--- config.mk ---
export PLATFORM = sky130hd
export DESIGN_NAME = sn_to_bn
export DESIGN_NICKNAME = d
export VERILOG_FILES = /design/src/rtl/sc_pkg.sv /design/src/rtl/sn_ones_counter.sv /design/src/rtl/sn_to_bn.sv
export SDC_FILE = /design/constraint.sdc
export NUM_CORES = 1
export LEC_CHECK = 0
export BUFFER_PORTS_ARGS = -buffer_cell sky130_fd_sc_hd__buf_4
export CORE_MARGIN = 2
export CORE_UTILIZATION = 30
export DETAILED_ROUTE_END_ITERATION = 10
export GPL_TIMING_DRIVEN = 0
export PLACE_DENSITY = 0.43
export SETUP_SLACK_MARGIN = 0.02
export SYNTH_ARGS = -nofsm -noshare
export SYNTH_HDL_FRONTEND = slang
export SYNTH_SLANG_ARGS = --single-unit
--- constraint.sdc ---
create_clock -name i_clk_s2b -period 1.92 [get_ports i_clk_s2b]
set_clock_uncertainty 0.05 [all_clocks]
set_input_delay 0.288 -clock i_clk_s2b [delete_from_list [all_inputs] [get_ports i_clk_s2b]]
set_output_delay 0.288 -clock i_clk_s2b [all_outputs]
set_load 0.05 [all_outputs]
--- src/rtl/sc_pkg.sv ---
// rtl/sc_pkg.sv - shared stochastic-computing types and default widths
package sc_pkg;

  localparam int BN_WIDTH   = 4;
  localparam int STREAM_LEN = 2 ** BN_WIDTH;

  typedef enum logic [1:0] {
    IDLE = 2'd0,
    ACC  = 2'd1,
    DONE = 2'd2
  } s2b_state_t;

  typedef logic [BN_WIDTH-1:0] bn_t;

endpackage

--- src/rtl/sn_ones_counter.sv ---
// rtl/sn_ones_counter.sv - ones counter with synchronous clear and enable
module sn_ones_counter #(
  parameter int CNT_WIDTH = 5
) (
  input  logic                 clk_i,
  input  logic                 rst_i,
  input  logic                 clr_i,
  input  logic                 en_i,
  input  logic                 bit_i,
  output logic [CNT_WIDTH-1:0] cnt_o
);

  logic [CNT_WIDTH-1:0] cnt_q;
  logic [CNT_WIDTH-1:0] cnt_d;

  // Clear has priority over counting; a one is added only while enabled.
  always_comb begin
    cnt_d = cnt_q;
    if (clr_i) begin
      cnt_d = '0;
    end else if (en_i && bit_i) begin
      cnt_d = cnt_q + 1'b1;
    end
  end

  // Count register.
  always_ff @(posedge clk_i) begin
    if (rst_i) begin
      cnt_q <= '0;
    end else begin
      cnt_q <= cnt_d;
    end
  end

  assign cnt_o = cnt_q;

endmodule

--- src/rtl/sn_to_bn.sv ---
// rtl/sn_to_bn.sv - stochastic stream to binary converter over a fixed window
module sn_to_bn
  import sc_pkg::*;
#(
  parameter int BN_WIDTH   = sc_pkg::BN_WIDTH,
  parameter int STREAM_LEN = 2 ** BN_WIDTH
) (
  input  logic                i_clk_s2b,
  input  logic                i_rst_s2b,
  input  logic                i_sn_bit,
  input  logic                i_start_s2b,
  input  logic                i_stop_s2b,
  output logic [BN_WIDTH-1:0] o_x_bn,
  output logic                o_valid_s2b,
  output logic                o_sat_s2b,
  output logic                o_busy_s2b
);

  localparam logic [BN_WIDTH-1:0] LAST_BIT = BN_WIDTH'(STREAM_LEN - 1);

  s2b_state_t state_q, state_d;

  logic [BN_WIDTH-1:0] bit_cnt_q, bit_cnt_d;
  logic [BN_WIDTH-1:0] x_q, x_d;
  logic                sat_q, sat_d;
  logic                valid_q, valid_d;

  logic                cnt_clr;
  logic                cnt_en;
  logic                load_result;
  logic [BN_WIDTH:0]   ones_cnt;
  logic [BN_WIDTH:0]   ones_final;
  logic                final_sat;
  logic [BN_WIDTH-1:0] final_x;

  sn_ones_counter #(
    .CNT_WIDTH(BN_WIDTH + 1)
  ) u_ones_counter (
    .clk_i (i_clk_s2b),
    .rst_i (i_rst_s2b),
    .clr_i (cnt_clr),
    .en_i  (cnt_en),
    .bit_i (i_sn_bit),
    .cnt_o (ones_cnt)
  );

  // The last bit of the window is sampled on the same edge that latches the
  // result, so fold it in here rather than waiting a cycle for the counter.
  always_comb begin
    ones_final = ones_cnt + {{BN_WIDTH{1'b0}}, i_sn_bit};
    final_sat  = ones_final[BN_WIDTH];
    final_x    = final_sat ? {BN_WIDTH{1'b1}} : ones_final[BN_WIDTH-1:0];
  end

  // Next-state logic: stop beats start everywhere; start in ACC or DONE opens
  // a fresh window on that same edge, which makes back-to-back windows gapless.
  // The result is latched on the ACC->DONE edge so valid is seen during DONE;
  // a stop sampled at the end of DONE only cancels a pending restart.
  always_comb begin
    state_d     = state_q;
    bit_cnt_d   = bit_cnt_q;
    cnt_clr     = 1'b0;
    cnt_en      = 1'b0;
    load_result = 1'b0;
    unique case (state_q)
      IDLE: begin
        if (i_start_s2b && !i_stop_s2b) begin
          state_d   = ACC;
          bit_cnt_d = '0;
          cnt_clr   = 1'b1;
        end
      end
      ACC: begin
        if (i_stop_s2b) begin
          state_d = IDLE;
        end else if (i_start_s2b) begin
          bit_cnt_d = '0;
          cnt_clr   = 1'b1;
        end else begin
          cnt_en    = 1'b1;
          bit_cnt_d = bit_cnt_q + 1'b1;
          if (bit_cnt_q == LAST_BIT) begin
            state_d     = DONE;
            load_result = 1'b1;
          end
        end
      end
      DONE: begin
        if (i_stop_s2b) begin
          state_d = IDLE;
        end else if (i_start_s2b) begin
          state_d   = ACC;
          bit_cnt_d = '0;
          cnt_clr   = 1'b1;
        end else begin
          state_d = IDLE;
        end
      end
      default: begin
        state_d = IDLE;
      end
    endcase
  end

  // Output holding registers: x and sat only move when a window completes.
  always_comb begin
    x_d     = load_result ? final_x : x_q;
    sat_d   = load_result ? final_sat : sat_q;
    valid_d = load_result;
  end

  // State and output registers; reset aborts any window without a valid.
  always_ff @(posedge i_clk_s2b) begin
    if (i_rst_s2b) begin
      state_q   <= IDLE;
      bit_cnt_q <= '0;
      x_q       <= '0;
      sat_q     <= 1'b0;
      valid_q   <= 1'b0;
    end else begin
      state_q   <= state_d;
      bit_cnt_q <= bit_cnt_d;
      x_q       <= x_d;
      sat_q     <= sat_d;
      valid_q   <= valid_d;
    end
  end

  assign o_x_bn      = x_q;
  assign o_sat_s2b   = sat_q;
  assign o_valid_s2b = valid_q;
  assign o_busy_s2b  = (state_q == ACC) || (state_q == DONE);

endmodule

# After elaboration in Yosys (flattened, before gate mapping)
# Cells that the tools add are included.
word_totals:
  regBits: 17
  input_bits: 5
  output_inout_bits: 7
  wordCells: 53
op_classes:
  add_sub_neg: 3
  eq_ne: 9
  n_mux: 25
  reduce_logical: 10
op_table:
  columns: ["operator", "n"]
  rows:
  - ["4-bit 2-to-1 mux", 6]
  - ["1-bit 2-to-1 mux", 12]
  - ["4-bit one-hot mux with 3 select lines", 1]
  - ["2-bit 2-to-1 mux", 4]
  - ["2-bit inequality test (second input constant)", 4]
  - ["3-bit inequality test (second input constant)", 2]
  - ["2-bit one-hot mux with 3 select lines", 1]
  - ["5-bit by 1-bit adder with 5-bit output", 1]
  - ["5-bit by 1-bit adder with 5-bit output (second input constant)", 1]
  - ["5-bit AND reduction", 1]
  - ["4-bit by 1-bit adder with 4-bit output (second input constant)", 1]
  - ["4-bit == test (second input constant)", 1]
  - ["2-bit OR reduction", 2]
  - ["3-bit AND reduction", 1]
  - ["3-bit nonzero test", 1]
  - ["2-bit by 1-bit == test with 1-bit output (second input constant)", 1]
  - ["2-bit == test (second input constant)", 1]
  - ["1-bit logical AND", 2]
  - ["2-bit zero test", 1]
  - ["1-bit one-hot mux with 2 select lines", 1]
  - ["1-bit zero test", 1]
  - ["1-bit logical OR", 1]

# Depth between registers and ports, before layout
depth:
  depth_word: 5
  depth_mapped: 6
  mapped_depth_nobuf: 6

# Modules after synthesis
# A second synthesis with hierarchy kept.
unflattened:
  cells_unflattened: 104
  hier_area_um2: 962.2
by_module_without_submodules:
  columns: ["mod", "n_inst", "cells_per_inst", "area_each_um2", "seq_area_each_um2"]
  rows:
  - ["sn_to_bn", 1, 80, 754.5, 240.2]
  - ["sn_ones_counter", 1, 24, 207.7, 100.1]

# Worst setup path after synthesis
# Ideal clock, no wire load.
synth_path:
  path_kind: "register to register"
  from: "register state_q[1]"
  to: "register u_ones_counter.cnt_q[0], in the netlist u_ones_counter.cnt_o[0]"
  setup_ns: 0.133
  arrival_ns: 1.562
  required_time_ns: 1.737
  path_slack_ns: 0.176
  path_stages_with_launch: 6
  path_buffers: 0
  synth_period_minus_slack_ns: 1.744
  cell_sequence: "dfxtp_1 > inv_1 > ha_1 > o21ai_0 > o21ai_0 > nor2_1"
synth_via:
  elab_chain_cells: 4
  word_cells_on_any_way: 8
  cone_classes: "2 x eq/ne; 2 x mux; 4 x reduce/logical"
synth_lines:
  columns: ["element", "line_no", "source"]
  rows:
  - ["start, declared", "sn_to_bn.sv:21", "s2b_state_t state_q, state_d;"]
  - ["start signal, assigned", "sn_to_bn.sv:121", "state_q <= state_d;"]
  - ["2-bit by 1-bit == test with 1-bit output or 2-bit == test (tied branches)", "sn_to_bn.sv:65", "unique case (state_q)"]
  - ["2-bit OR reduction (no source line)", null, null]
  - ["1-bit one-hot mux with 2 select lines", "sn_to_bn.sv:65", null]
  - ["2-bit OR reduction (no source line)", null, null]
  - ["end signal, assigned", "sn_ones_counter.sv:31", "cnt_q <= cnt_d;"]
  - ["end, declared", "sn_ones_counter.sv:13", "logic [CNT_WIDTH-1:0] cnt_q;"]
# Several ways; a longest one is shown, not always the timed one.
# A chain may end at the register's enable or synchronous reset.

# Worst setup path after layout
layout_path:
  from: "register bit_cnt_q[0]"
  to: "register state_q[0]"
layout_via:
  elab_chain_cells: 3
layout_lines:
  columns: ["element", "line_no", "source"]
  rows:
  - ["start, declared", "sn_to_bn.sv:23", "logic [BN_WIDTH-1:0] bit_cnt_q, bit_cnt_d;"]
  - ["start signal, assigned", "sn_to_bn.sv:122", "bit_cnt_q <= bit_cnt_d;"]
  - ["4-bit == test", "sn_to_bn.sv:82", "if (bit_cnt_q == LAST_BIT) begin"]
  - ["3-bit inequality test (no source line)", null, null]
  - ["3-bit AND reduction (no source line)", null, null]
# No other way between the ends.

==> metrics.csv <==
metric;value;unit
grt_pass1_wl;3330;µm
fin_nets;138;
grt_max_degree;11;
syn_area;975;µm²
num_rows;20;
clk_pin_slew;0.10;ns
rsz0062_at_grt;false;
die_h;61;µm
cts_buffers;3;
period_minus_slack;1.78;ns
final_max_slew_viol_count;0;
utilization;0.383;
holdBufCountCts;0;
grt.total_usage;0.121;
pin_count;12;
cts_tree;yes;
vdd_drop_max;0.346;mV
crit_path_end_kind;flop;
die_width;61;µm
vias;775;
finalCritPeriodShare;0.927;
power;0.793;mW
portBuffers;10;
firstDrtPassIters;4;
synth_fp_nets;121;
cts.sinks;17;
worst-path-max-fanout;5;
synth_cell_type_count;33;
status;completed;
cp.required;2.08;ns
cp-start-kind;flop;
core_area;0.00308;mm²
drt_wl_total;1880;µm
relSlewSlack;0.595;
yosysSeqAreaShare;0.349;
synth_edf_count;0;
drt_iter0_drc;31;
multi_input_area;618;µm²
grt_pass1_vias;767;
overflow;0;
cap_violations;0;
synth_ff_type;dfxtp_1;
final_hold_viol_count;0;
route.detailed.drc;0;
critPathArrivalTime;1.94;ns
leakage;0.471;nW
critPathMaxStageDelay;0.51;ns
start_util;0.317;
crit_type;reg2reg;
finalSetupViolCount;0;
cts-root-buf;clkbuf_4;
seq_area;345;µm²
insertion_delay;0.28;ns
antenna_found_initial;0;
htreeDepth;1;
wl_per_cell;11.3;µm
layout.cells.most_common;nor2_1;
dieArea;0.00372;mm²
ant_nets;0;
gp_congestion;0.798;
clockBufferDepth;2;
yosysWarnings;0;
synthArstFlopShare;0;
fillCellCount;340;
drive_above_1_share;0.238;
vias_per_cell;4.67;
place_hpwl;1450;µm
num_antenna_cells;0;
syn2layout_area_growth;20.8;%
ys_seq_elements;17;
syn_inst;106;
tightest_slew;0.601;ns
cp_slowest_cell;or4_1;
clock.fmax;0.562;GHz
hp-class;in2reg;
syn_area_per_cell;9.20;µm²
power_density;674;mW/mm²
mostFrequentLayoutCells;nor2_1 (16), dfxtp_1 (15), buf_4 (13);
crit_chain;ha_1 -> nand3_2 -> and3b_1 -> or4_1 -> a21oi_1;
==> kinds of logic (layout without fill, tap and decap cells) <==
kind of cell               count (synthesis)  in the layout  share of synthesized area
AOI/OAI and AO/OA                         21             21                      0.155
xor gates and xnor gates                   7              7                     0.0629
adders and majority gates                 10             10                      0.128
buffers and inverters                     10             26                     0.0436
DFF                                       17             17                      0.349
muxes                                      4              4                     0.0411
and+or+nand+nor                           37             37                      0.220
==> where the power goes <==
group | leakage (nW) | internal [mW] | switching [mW] | total (mW)
logic | 0.317 | 0.0952 | 0.134 | 0.229
registers | 0.138 | 0.362 | 0.0119 | 0.374
clock network | 0.0150 | 0.0805 | 0.109 | 0.190
total | 0.471 | 0.538 | 0.255 | 0.793
==> per-stage QoR <==
| stage | setup TNS (ns) | cells | cell area, µm² | hold slack [ns] | setup slack [ns] |
|---|---|---|---|---|---|
| 2_1_floorplan | 0 | 106 | 975 | 0.339 | 0.176 |
| 3_3_place_gp | 0 | 160 | 1100 | 0.429 | 0.00978 |
| 3_5_place_dp | -0.0134 | 160 | 1100 | 0.435 | -0.0134 |
| 4_1_cts | 0 | 166 | 1150 | 0.163 | 0.0346 |
| 5_1_grt | 0 | 166 | 1180 | 0.166 | 0.0233 |
| 6_report | 0 | 166 | 1180 | 0.178 | 0.140 |
==> critical path: cells and delay by family (launching register included) <==
| kind | cells | cell delay (ns) |
|---|---|---|
| AO/OA/AOI/OAI | 1 | 0.14 |
| flip-flops | 1 | 0.40 |
| adder cells (fa/ha/maj) | 1 | 0.23 |
| AND/OR/NAND/NOR | 3 | 0.89 |
==> synth_stat cells, types with 3 or more instances <==
| master | count | area share |
|---|---|---|
| a211oi_1 | 5 | 0.039 |
| a21oi_1 | 4 | 0.021 |
| dfxtp_1 | 17 | 0.35 |
| ha_1 | 10 | 0.13 |
| inv_1 | 7 | 0.027 |
| mux2i_1 | 4 | 0.041 |
| nand2_1 | 3 | 0.012 |
| nand3_1 | 5 | 0.026 |
| nor2_1 | 16 | 0.062 |
| o21ai_0 | 3 | 0.015 |
| xnor2_1 | 3 | 0.027 |
| xor2_1 | 4 | 0.036 |
==> sequential cells by signal (all words and copies together), names as in the netlist <==
signal,flops
o_x_bn,4
u_ones_counter.cnt_o,5
state_q,2
bit_cnt_q,4
o_sat_s2b,1
o_valid_s2b,1
==> worst paths after layout <==
| path | from | end | slack, ns | cells after the start |
|---|---|---|---|---|
| min | i_rst_s2b | bit_cnt_q[3]$_SDFFE_PP0P_ | 0.18 | 2 |
| max reg2reg | bit_cnt_q[0]$_SDFFE_PP0P_ | state_q[0]$_SDFFE_PP0P_ | 0.14 | 5 |
| min reg2reg | bit_cnt_q[1]$_SDFFE_PP0P_ | bit_cnt_q[1]$_SDFFE_PP0P_ | 0.45 | 2 |
| max | bit_cnt_q[0]$_SDFFE_PP0P_ | state_q[0]$_SDFFE_PP0P_ | 0.14 | 5 |
==> what timing repair did <==
| item | 4_1_cts | 5_1_grt |
|---|---|---|
| cloned | 0 | 0 |
| pin swaps | 1 | 1 |
| setup endpoints to repair | 1 | 9 |
| resized for setup | 0 | 8 |
| endpoints found under the hold margin | 0 | 0 |
| buffers inserted | 2 | 0 |
==> area by class of cell <==
type,instances,share of cell area
multi-input cells,79,0.525
flip-flops and latches,17,0.293
repair buffers,12,0.0765
well taps,44,0.0468
clock buffers,4,0.0223
inverters,7,0.0223
plain buffers,3,0.0138
==> per-layer routing <==
| metal | part of all wire | track usage |
|---|---|---|
| met2 | 0.45 | 0.183 |
| met1 | 0.48 | 0.151 |
| met4 | 0.031 | 0.0776 |
| met5 | 0 | 0 |
| met3 | 0.037 | 0.0341 |
Note: power is estimated with default switching activity, not from simulation.
